## config.mk

```make
export PLATFORM = sky130hd
export DESIGN_NAME = pov_spi_rx
export DESIGN_NICKNAME = d
export VERILOG_FILES = /design/src/rtl/pov_pkg.sv /design/src/rtl/sync_edge.sv /design/src/rtl/pov_spi_rx.sv
export SDC_FILE = /design/constraint.sdc
export NUM_CORES = 1
export LEC_CHECK = 0
export ABC_CLOCK_PERIOD_IN_PS = 1900
export CORE_MARGIN = 3
export CORE_UTILIZATION = 51
export DETAILED_ROUTE_END_ITERATION = 8
export PLACE_DENSITY = 0.75
export SETUP_SLACK_MARGIN = 0.05
export SLEW_MARGIN = 20
export SYNTH_ARGS = -nofsm -noshare
export SYNTH_HDL_FRONTEND = slang
export SYNTH_SLANG_ARGS = --single-unit
```

## constraint.sdc

```tcl
create_clock -name clk -period 1.9 [get_ports clk]
set_input_delay 0.285 -clock clk [delete_from_list [all_inputs] [get_ports clk]]
set_output_delay 0.285 -clock clk [all_outputs]
set_load 0.01 [all_outputs]
```

## src/rtl/pov_pkg.sv

```systemverilog
// Shared widths, reset POV and field offsets for the POV SPI receiver.
// Field order inside the POV vector, MSB first: player_x, player_y, facing_x/y, vplane_x/y.
package pov_pkg;

    localparam int unsigned PW       = 15;
    localparam int unsigned VW       = 11;
    localparam int unsigned POV_BITS = 2 * PW + 4 * VW;

    // Bit counter must hold POV_BITS+1 (saturation value).
    localparam int unsigned CNT_W = $clog2(POV_BITS + 2);

    localparam logic [CNT_W-1:0] CNT_FULL = CNT_W'(POV_BITS);
    localparam logic [CNT_W-1:0] CNT_MAX  = CNT_W'(POV_BITS + 1);

    localparam int unsigned OFF_VY = 0;
    localparam int unsigned OFF_VX = VW;
    localparam int unsigned OFF_FY = 2 * VW;
    localparam int unsigned OFF_FX = 3 * VW;
    localparam int unsigned OFF_PY = 4 * VW;
    localparam int unsigned OFF_PX = 4 * VW + PW;

    localparam logic [PW-1:0] RST_PLAYER_X = 15'h0300;
    localparam logic [PW-1:0] RST_PLAYER_Y = 15'h0300;
    localparam logic [VW-1:0] RST_FACING_X = 11'h000;
    localparam logic [VW-1:0] RST_FACING_Y = 11'h200;
    localparam logic [VW-1:0] RST_VPLANE_X = 11'h100;
    localparam logic [VW-1:0] RST_VPLANE_Y = 11'h000;

    localparam logic [POV_BITS-1:0] RST_POV = {RST_PLAYER_X, RST_PLAYER_Y,
                                               RST_FACING_X, RST_FACING_Y,
                                               RST_VPLANE_X, RST_VPLANE_Y};

    typedef enum logic [1:0] {
        StIdle,
        StShift,
        StEnd
    } rx_state_e;

endpackage

```

## src/rtl/sync_edge.sv

```systemverilog
// Two-flop synchroniser for an asynchronous pin plus one delay stage for edge detection.
module sync_edge #(
    parameter logic ResetVal = 1'b0
) (
    input  logic clk,
    input  logic rst_n,
    input  logic i_d,
    output logic o_level,
    output logic o_rise,
    output logic o_fall
);

    logic [2:0] sync_q;

    always_ff @(posedge clk or negedge rst_n) begin
        if (!rst_n) begin
            sync_q <= {3{ResetVal}};
        end else begin
            sync_q <= {sync_q[1:0], i_d};
        end
    end

    assign o_level = sync_q[1];
    assign o_rise  = sync_q[1] & ~sync_q[2];
    assign o_fall  = ~sync_q[1] & sync_q[2];

endmodule

```

## src/rtl/pov_spi_rx.sv

```systemverilog
// POV vector SPI receiver: oversampled mode-0 SPI into a shadow buffer, swapped in on i_load.
// Optional macro RBZ_POV_INC_EN: i_load with nothing pending nudges player X/Y by i_inc_px/py.
module pov_spi_rx
    import pov_pkg::*;
(
    input  logic          clk,
    input  logic          rst_n,
    input  logic          i_sclk,
    input  logic          i_mosi,
    input  logic          i_ss_n,
    input  logic          i_load,
    input  logic          i_inc_px,
    input  logic          i_inc_py,
    output logic [PW-1:0] o_player_x,
    output logic [PW-1:0] o_player_y,
    output logic [VW-1:0] o_facing_x,
    output logic [VW-1:0] o_facing_y,
    output logic [VW-1:0] o_vplane_x,
    output logic [VW-1:0] o_vplane_y,
    output logic          o_pending,
    output logic          o_err
);

    logic sclk_rise, ss_rise, ss_fall, mosi_s;
    logic sclk_unused_level, sclk_unused_fall;
    logic mosi_unused_rise, mosi_unused_fall;
    logic ss_unused_level;

    sync_edge #(.ResetVal(1'b0)) u_sync_sclk (
        .clk     (clk),
        .rst_n   (rst_n),
        .i_d     (i_sclk),
        .o_level (sclk_unused_level),
        .o_rise  (sclk_rise),
        .o_fall  (sclk_unused_fall)
    );

    sync_edge #(.ResetVal(1'b0)) u_sync_mosi (
        .clk     (clk),
        .rst_n   (rst_n),
        .i_d     (i_mosi),
        .o_level (mosi_s),
        .o_rise  (mosi_unused_rise),
        .o_fall  (mosi_unused_fall)
    );

    // Select idles high, so reset to 1 to avoid a spurious fall after reset.
    sync_edge #(.ResetVal(1'b1)) u_sync_ss (
        .clk     (clk),
        .rst_n   (rst_n),
        .i_d     (i_ss_n),
        .o_level (ss_unused_level),
        .o_rise  (ss_rise),
        .o_fall  (ss_fall)
    );

`ifdef RBZ_POV_INC_EN
    logic [1:0] inc_px_q, inc_py_q;
    logic       inc_px_s, inc_py_s;

    always_ff @(posedge clk or negedge rst_n) begin
        if (!rst_n) begin
            inc_px_q <= 2'b00;
            inc_py_q <= 2'b00;
        end else begin
            inc_px_q <= {inc_px_q[0], i_inc_px};
            inc_py_q <= {inc_py_q[0], i_inc_py};
        end
    end

    assign inc_px_s = inc_px_q[1];
    assign inc_py_s = inc_py_q[1];
`else
    logic unused_inc;
    assign unused_inc = i_inc_px ^ i_inc_py;
`endif

    rx_state_e           state_q, state_d;
    logic [CNT_W-1:0]    count_q, count_d;
    logic [POV_BITS-1:0] shift_q, shift_d;
    logic [POV_BITS-1:0] shadow_q, shadow_d;
    logic [POV_BITS-1:0] act_q, act_d;
    logic                pending_q, pending_d;
    logic                err_q, err_d;
    logic                commit;

    always_ff @(posedge clk or negedge rst_n) begin
        if (!rst_n) begin
            state_q   <= StIdle;
            count_q   <= '0;
            shift_q   <= '0;
            shadow_q  <= RST_POV;
            act_q     <= RST_POV;
            pending_q <= 1'b0;
            err_q     <= 1'b0;
        end else begin
            state_q   <= state_d;
            count_q   <= count_d;
            shift_q   <= shift_d;
            shadow_q  <= shadow_d;
            act_q     <= act_d;
            pending_q <= pending_d;
            err_q     <= err_d;
        end
    end

    always_comb begin
        state_d   = state_q;
        count_d   = count_q;
        shift_d   = shift_q;
        shadow_d  = shadow_q;
        act_d     = act_q;
        pending_d = pending_q;
        err_d     = 1'b0;
        commit    = 1'b0;

        unique case (state_q)
            StIdle: begin
                if (ss_fall) begin
                    state_d = StShift;
                    count_d = '0;
                end
            end
            StShift: begin
                if (sclk_rise) begin
                    shift_d = {shift_q[POV_BITS-2:0], mosi_s};
                    if (count_q != CNT_MAX) begin
                        count_d = count_q + CNT_W'(1);
                    end
                end
                if (ss_rise) begin
                    state_d = StEnd;
                end
            end
            // One registered cycle after the select rise to judge the frame length.
            StEnd: begin
                if (count_q == CNT_FULL) begin
                    commit = 1'b1;
                end else begin
                    err_d = 1'b1;
                end
                if (ss_fall) begin
                    state_d = StShift;
                    count_d = '0;
                end else begin
                    state_d = StIdle;
                end
            end
            default: state_d = StIdle;
        endcase

        if (i_load) begin
            if (pending_q) begin
                act_d     = shadow_q;
                pending_d = 1'b0;
            end
`ifdef RBZ_POV_INC_EN
            else begin
                act_d[OFF_PX +: PW] = act_q[OFF_PX +: PW] + PW'(inc_px_s);
                act_d[OFF_PY +: PW] = act_q[OFF_PY +: PW] + PW'(inc_py_s);
            end
`endif
        end

        // Applied after the load so a coincident frame lands in the shadow and stays pending.
        if (commit) begin
            shadow_d  = shift_q;
            pending_d = 1'b1;
        end
    end

    assign o_player_x = act_q[OFF_PX +: PW];
    assign o_player_y = act_q[OFF_PY +: PW];
    assign o_facing_x = act_q[OFF_FX +: VW];
    assign o_facing_y = act_q[OFF_FY +: VW];
    assign o_vplane_x = act_q[OFF_VX +: VW];
    assign o_vplane_y = act_q[OFF_VY +: VW];
    assign o_pending  = pending_q;
    assign o_err      = err_q;

endmodule

```

# Word level (Yosys, flattened, before mapping)

Index checks and enable logic that the tools add are counted.

Register bits after elaboration: 241
Latch bits: 0
Bits in writable memories: 0
Memory bits (read-only): 0
Input bits: 8
Output and inout port bits: 76
Word-level logic and storage cells: 48
Memories: 0

Add/subtract/negate cells: 1
Multipliers: 0
Div/mod/pow operators: 0
$lt $le $gt $ge: 0
Equality and inequality tests: 9
Shifts and indexed selects: 0
Mux-type cells: 14
Bitwise logic cells: 6
Reductions and logical operators: 8

Operator list:

| operator              | count |
|---|---|
| $mux W7               | 3 |
| $pmux W7 S2           | 1 |
| $ne A2 B2 Y1 const B  | 4 |
| $add A7 B1 Y7 const B | 1 |
| $eq A7 B7 Y1 const B  | 1 |
| $mux W1               | 7 |
| $ne A7 B7 Y1 const B  | 1 |
| $pmux W2 S3           | 1 |
| $reduce_and A2 Y1     | 3 |
| $mux W2               | 2 |
| $reduce_and A4 Y1     | 1 |
| $reduce_bool A2 Y1    | 2 |
| $and A1 B1 Y1         | 3 |
| $not A1 Y1            | 3 |
| $eq A2 B1 Y1 const B  | 1 |
| $eq A2 B2 Y1 const B  | 1 |
| $logic_not A2 Y1      | 1 |
| $ne A2 B1 Y1 const B  | 1 |
| $reduce_or A2 Y1      | 1 |

# Logic depth before layout (Yosys ltp)

Depth after elaboration: 4
Mapped depth: 7
Mapped depth without buffers: 5

# Hierarchy

Synthesis repeated with hierarchy kept, for this count alone.

Cell total of the unflattened synthesis: 697
Area total of the unflattened synthesis: 9297.7 um^2

By module, submodules not included:

| module                      | instances | cells each | area an instance (um^2) | seq. area each (um^2) |
|---|---|---|---|---|
| pov_spi_rx                  | 1         | 682        | 9023.7                  | 5845.6 |
| sync_edge (u_sync_mosi ...) | 2         | 5          | 90.1                    | 75.1 |
| sync_edge (u_sync_ss)       | 1         | 5          | 93.8                    | 78.8 |

# Least setup slack after synthesis

OpenSTA, ideal clock, no wires.

Path type: register to register
From: register count_q[2]
To: register shadow_q[24]
Library setup time: 0.125 ns
Arrival: 1.731 ns
Required time: 1.775 ns
Path slack: 0.044 ns
Cell stages (with the launch flop): 7
Path buffers: 2
Clock period less this slack: 1.856 ns
Cells stage by stage: dfrtp_1 nor4b_2 and3_1 and3b_2 buf_12 buf_12 mux2_4

Word-level cells in the longest chain between the ends: 3

Ends and longest elaborated chain:

| element                | RTL line          | text |
|---|---|---|
| start, declared        | pov_spi_rx.sv:79  | `logic [CNT_W-1:0] count_q, count_d;` |
| start signal, assigned | pov_spi_rx.sv:98  | `count_q <= count_d;` |
| $eq A7 B7 Y1           | pov_spi_rx.sv:137 | `if (count_q == CNT_FULL) begin` |
| $mux W1                | pov_spi_rx.sv:137 |  |
| $mux W1                | pov_spi_rx.sv:117 | `unique case (state_q)` |
| end signal, assigned   | pov_spi_rx.sv:100 | `shadow_q <= shadow_d;` |
| end, declared          | pov_spi_rx.sv:81  | `logic [POV_BITS-1:0] shadow_q, shadow_d;` |

No other way between the ends.
A chain may end at the register's enable or synchronous reset.

# Worst setup path in the final report

From: register count_q[5]
To: register shadow_q[69]

Same word-level chain as after synthesis.

==> flow_metrics.py <==
metrics = {
    "cts": {
        "worstSkewPairLatency_ns": 0.50,
        "cts_num_sinks": 241,
        "cts_max_path_buffers": 3,
        "cts_root_buf": "clkbuf_16",
        "numCtsBuffers": 24,
        "h-tree-depth": 1,
        "clk_pin_slew_ns": 0.06,
        "cts_tree": "built",
    },
    "critical_path": {
        "cp_cell_sequence": "nor4b_4, and3_4, and3b_4, buf_12, clkbuf_16, mux2_4",
        "crit_buf_inv": 2,
        "start_kind": "flip-flop",
        "crit_family": "simple AND/OR/NAND/NOR gates",
        "worstPathMaxFanout": 6,
        "critical_path_required_ns": 2.28,
        "slowest_stage": "dfrtp_1",
        "endpoint_kind": "flip-flop",
        "cp_slowest_stage_delay_ns": 0.41,
        "crit_arrival_ns": 2.37,
        "critPathKind": "flip-flop to flip-flop",
    },
    "global_route": {
        "grt_pass1_wl_mm": 29.0,
        "gr-usage-met2": 0.295,
        "globalRouteMet1Util": 0.237,
        "globalRouteOverflowTotal": 0,
        "grt_use_total": 0.174,
        "grt_pass1_vias": 5816,
        "grt_max_degree": 58,
        "antenna_found_initial": 0,
        "met3_usage": 0.0268,
        "busiest_layer": "met2",
    },
    "floorplanning": {
        "coreArea_um2": 17600,
        "start_util": 0.528,
        "rows": 48,
        "boundaryPins": 84,
        "fp.dieH_um": 141,
        "die_x_um": 141,
        "die-area_um2": 19900,
    },
    "cells_and_area": {
        "layout-drive-gt1-share": 0.299,
        "num_antenna_cells": 0,
        "synthToLayoutAreaGrowth_pct": 24.9,
        "fin_nets": 812,
        "final_util": 0.660,
        "final_cell_area_um2": 11600,
    },
    "outcome": {
        "status": "complete, but fails checks",
        "violations": "negative setup slack",
    },
    "routing": {
        "routed_wirelength_mm": 17.1,
        "vias_per_cell": 5.20,
        "wl_per_cell_um": 16.4,
        "drtIter0Drc": 349,
        "drc": 0,
        "final_antenna_net_count": 0,
        "dr.pass1.iters": 4,
        "routed-via-count": 5434,
    },
    "placement": {
        "hpwl_mm": 10.6,
        "dpl_cell_area_um2": 10500,
        "port_buffers": 81,
        "gp_congestion": 0.707,
    },
    "logic_synthesis": {
        "synth_area_leaders": "dfrtp_1 (61%), mux2_2 (12%), nand2_1 (9.2%)",
        "synth-seq-area-share": 0.651,
        "syn_nets": 704,
        "yosysWarningCount": 0,
        "synth_top_cell_area_share": 0.608,
        "synth_area_leader_cell": "dfrtp_1",
        "syn-cell-area_um2": 9300,
        "synthCells": 694,
        "ys_types": 35,
        "synth-edff-count": 0,
        "synth_seq_cells": 241,
        "synth_flop_cell": "dfrtp_1",
        "async_flop_share": 1.00,
        "syn_area_per_cell_um2": 13.4,
    },
    "pwr": {
        "power_density_nw_per_um2": 913,
        "leakagePower_nw": 5.90,
        "ir_drop_mv": 0.851,
    },
    "job": {
        "cap_violations": 0,
    },
    "sta": {
        "finalSetupTns_ns": -3.45,
        "layout_setup_ws_ns": -0.0910,
        "setup_violations": 69,
        "worst_pin_slew_ns": 0.473,
        "skew_ns": 0.00498,
        "finalWorstPathRequiredPeriod_ns": 1.99,
        "rsz0062_at_grt": "true",
        "max_slew_margin": 0.685,
        "fmax_mhz": 502,
        "drv_slew": 0,
        "post-route-period-util": 1.05,
        "hold_viol_final": 0,
    },
    "hold_path": {
        "hp-class": "primary input to flip-flop",
    },
}
final timing paths:
path	from	endpoint	slack (ns)	cells after the start
worst max-delay path	count_q[5]	shadow_q[69]	-0.09	6
worst min-delay path	i_ss_n	u_sync_ss.sync_q[0]	0.19	1
worst max register to register	count_q[5]	shadow_q[69]	-0.09	6
worst min register to register	u_sync_ss.sync_q[0]	u_sync_ss.sync_q[1]	0.36	0
max in group asynchronous	rst_n	act_q[19]	0.90	3
min in group asynchronous	rst_n	shift_q[58]	0.30	2
state kept, by name, summed over array words and instances, names as in the netlist:
| register | flops |
|---|---|
| act_q | 74 |
| shadow_q | 74 |
| shift_q | 74 |
| count_q | 7 |
| u_sync_sclk.sync_q | 3 |
| u_sync_ss.sync_q | 3 |
| state_q | 2 |
| u_sync_mosi.sync_q | 2 |
| o_err | 1 |
| o_pending | 1 |
layout by cell type, fill, tap and decap left out, types with 2 or more instances in the layout:
| cell | count |
|---|---|
| a21o_1 | 3 |
| a31o_2 | 2 |
| buf_12 | 12 |
| buf_16 | 2 |
| buf_4 | 16 |
| buf_6 | 2 |
| bufinv_16 | 3 |
| clkbuf_1 | 7 |
| clkbuf_16 | 29 |
| clkbuf_8 | 3 |
| clkdlybuf4s50_1 | 74 |
| clkinv_2 | 4 |
| dfrtp_1 | 226 |
| dfstp_2 | 15 |
| dlygate4sd2_1 | 6 |
| ha_1 | 2 |
| inv_1 | 2 |
| mux2_2 | 80 |
| mux2_4 | 68 |
| nand2_1 | 227 |
| nand3_1 | 5 |
| nor2b_1 | 2 |
| nor3_1 | 2 |
| o211ai_1 | 2 |
| o21ai_0 | 4 |
synthesized netlist by cell type, types with 3 or more instances:
cell,count
mux2_4,49
dfrtp_1,226
a21o_1,3
nand3_1,5
buf_2,8
nand2_1,228
o21ai_0,4
dfstp_2,15
buf_12,6
mux2_2,99
clkbuf_1,19
cell type report:
class | count | area, µm²
flip-flops and latches | 241 | 6050
fillers | 1232 | 5990
multi-input cells | 415 | 3110
repair buffers | 118 | 1360
clock buffers | 35 | 693
well taps | 225 | 282
clock inverters | 8 | 118
inverters | 2 | 7.51
layer usage:
| metal | share of wire | vias to the layer above | wire (µm) |
|---|---|---|---|
| li1 | - | 2511 | - |
| met1 | 0.44 | 2777 | 7490 |
| met2 | 0.51 | 116 | 8670 |
| met3 | 0.040 | 30 | 684 |
| met4 | 0.017 | 0 | 291 |
| met5 | 0 | - | 0 |
what timing repair did:
item / in CTS / in global routing
endpoints found under the setup margin: 80 / 74
gates cloned: 2 / 4
setup buffers: 6 / 1
hold buffers: 1 / 0
endpoints found under the hold margin: 46 / 0
resized for setup: 15 / 16
pin swaps: 2 / 2
stage by stage:
stage	power (mW)	hold WS, ns	worst slack [ns]	instances
finish	10.6	0.189	-0.0910	1044
CTS	10.7	0.168	-0.0728	1039
global placement	5.85	0.245	-0.0844	988
global route	11.0	0.166	-0.141	1044
floorplan	5.63	-0.0106	0.0575	694
detailed placement	5.89	0.255	-0.113	988
cell families after synthesis:
family          share of synthesized area
flops                               0.651
compound gates                     0.0113
fa+ha+maj                         0.00269
mux                                 0.199
buf+inv                            0.0277
simple gates                        0.108
where the power goes:
part	internal [mW]	total (mW)	switching (mW)
clock network	2.93	4.79	1.86
logic	0.157	0.448	0.291
registers	5.25	5.36	0.112
No activity file was read; power rests on OpenSTA's default activity.
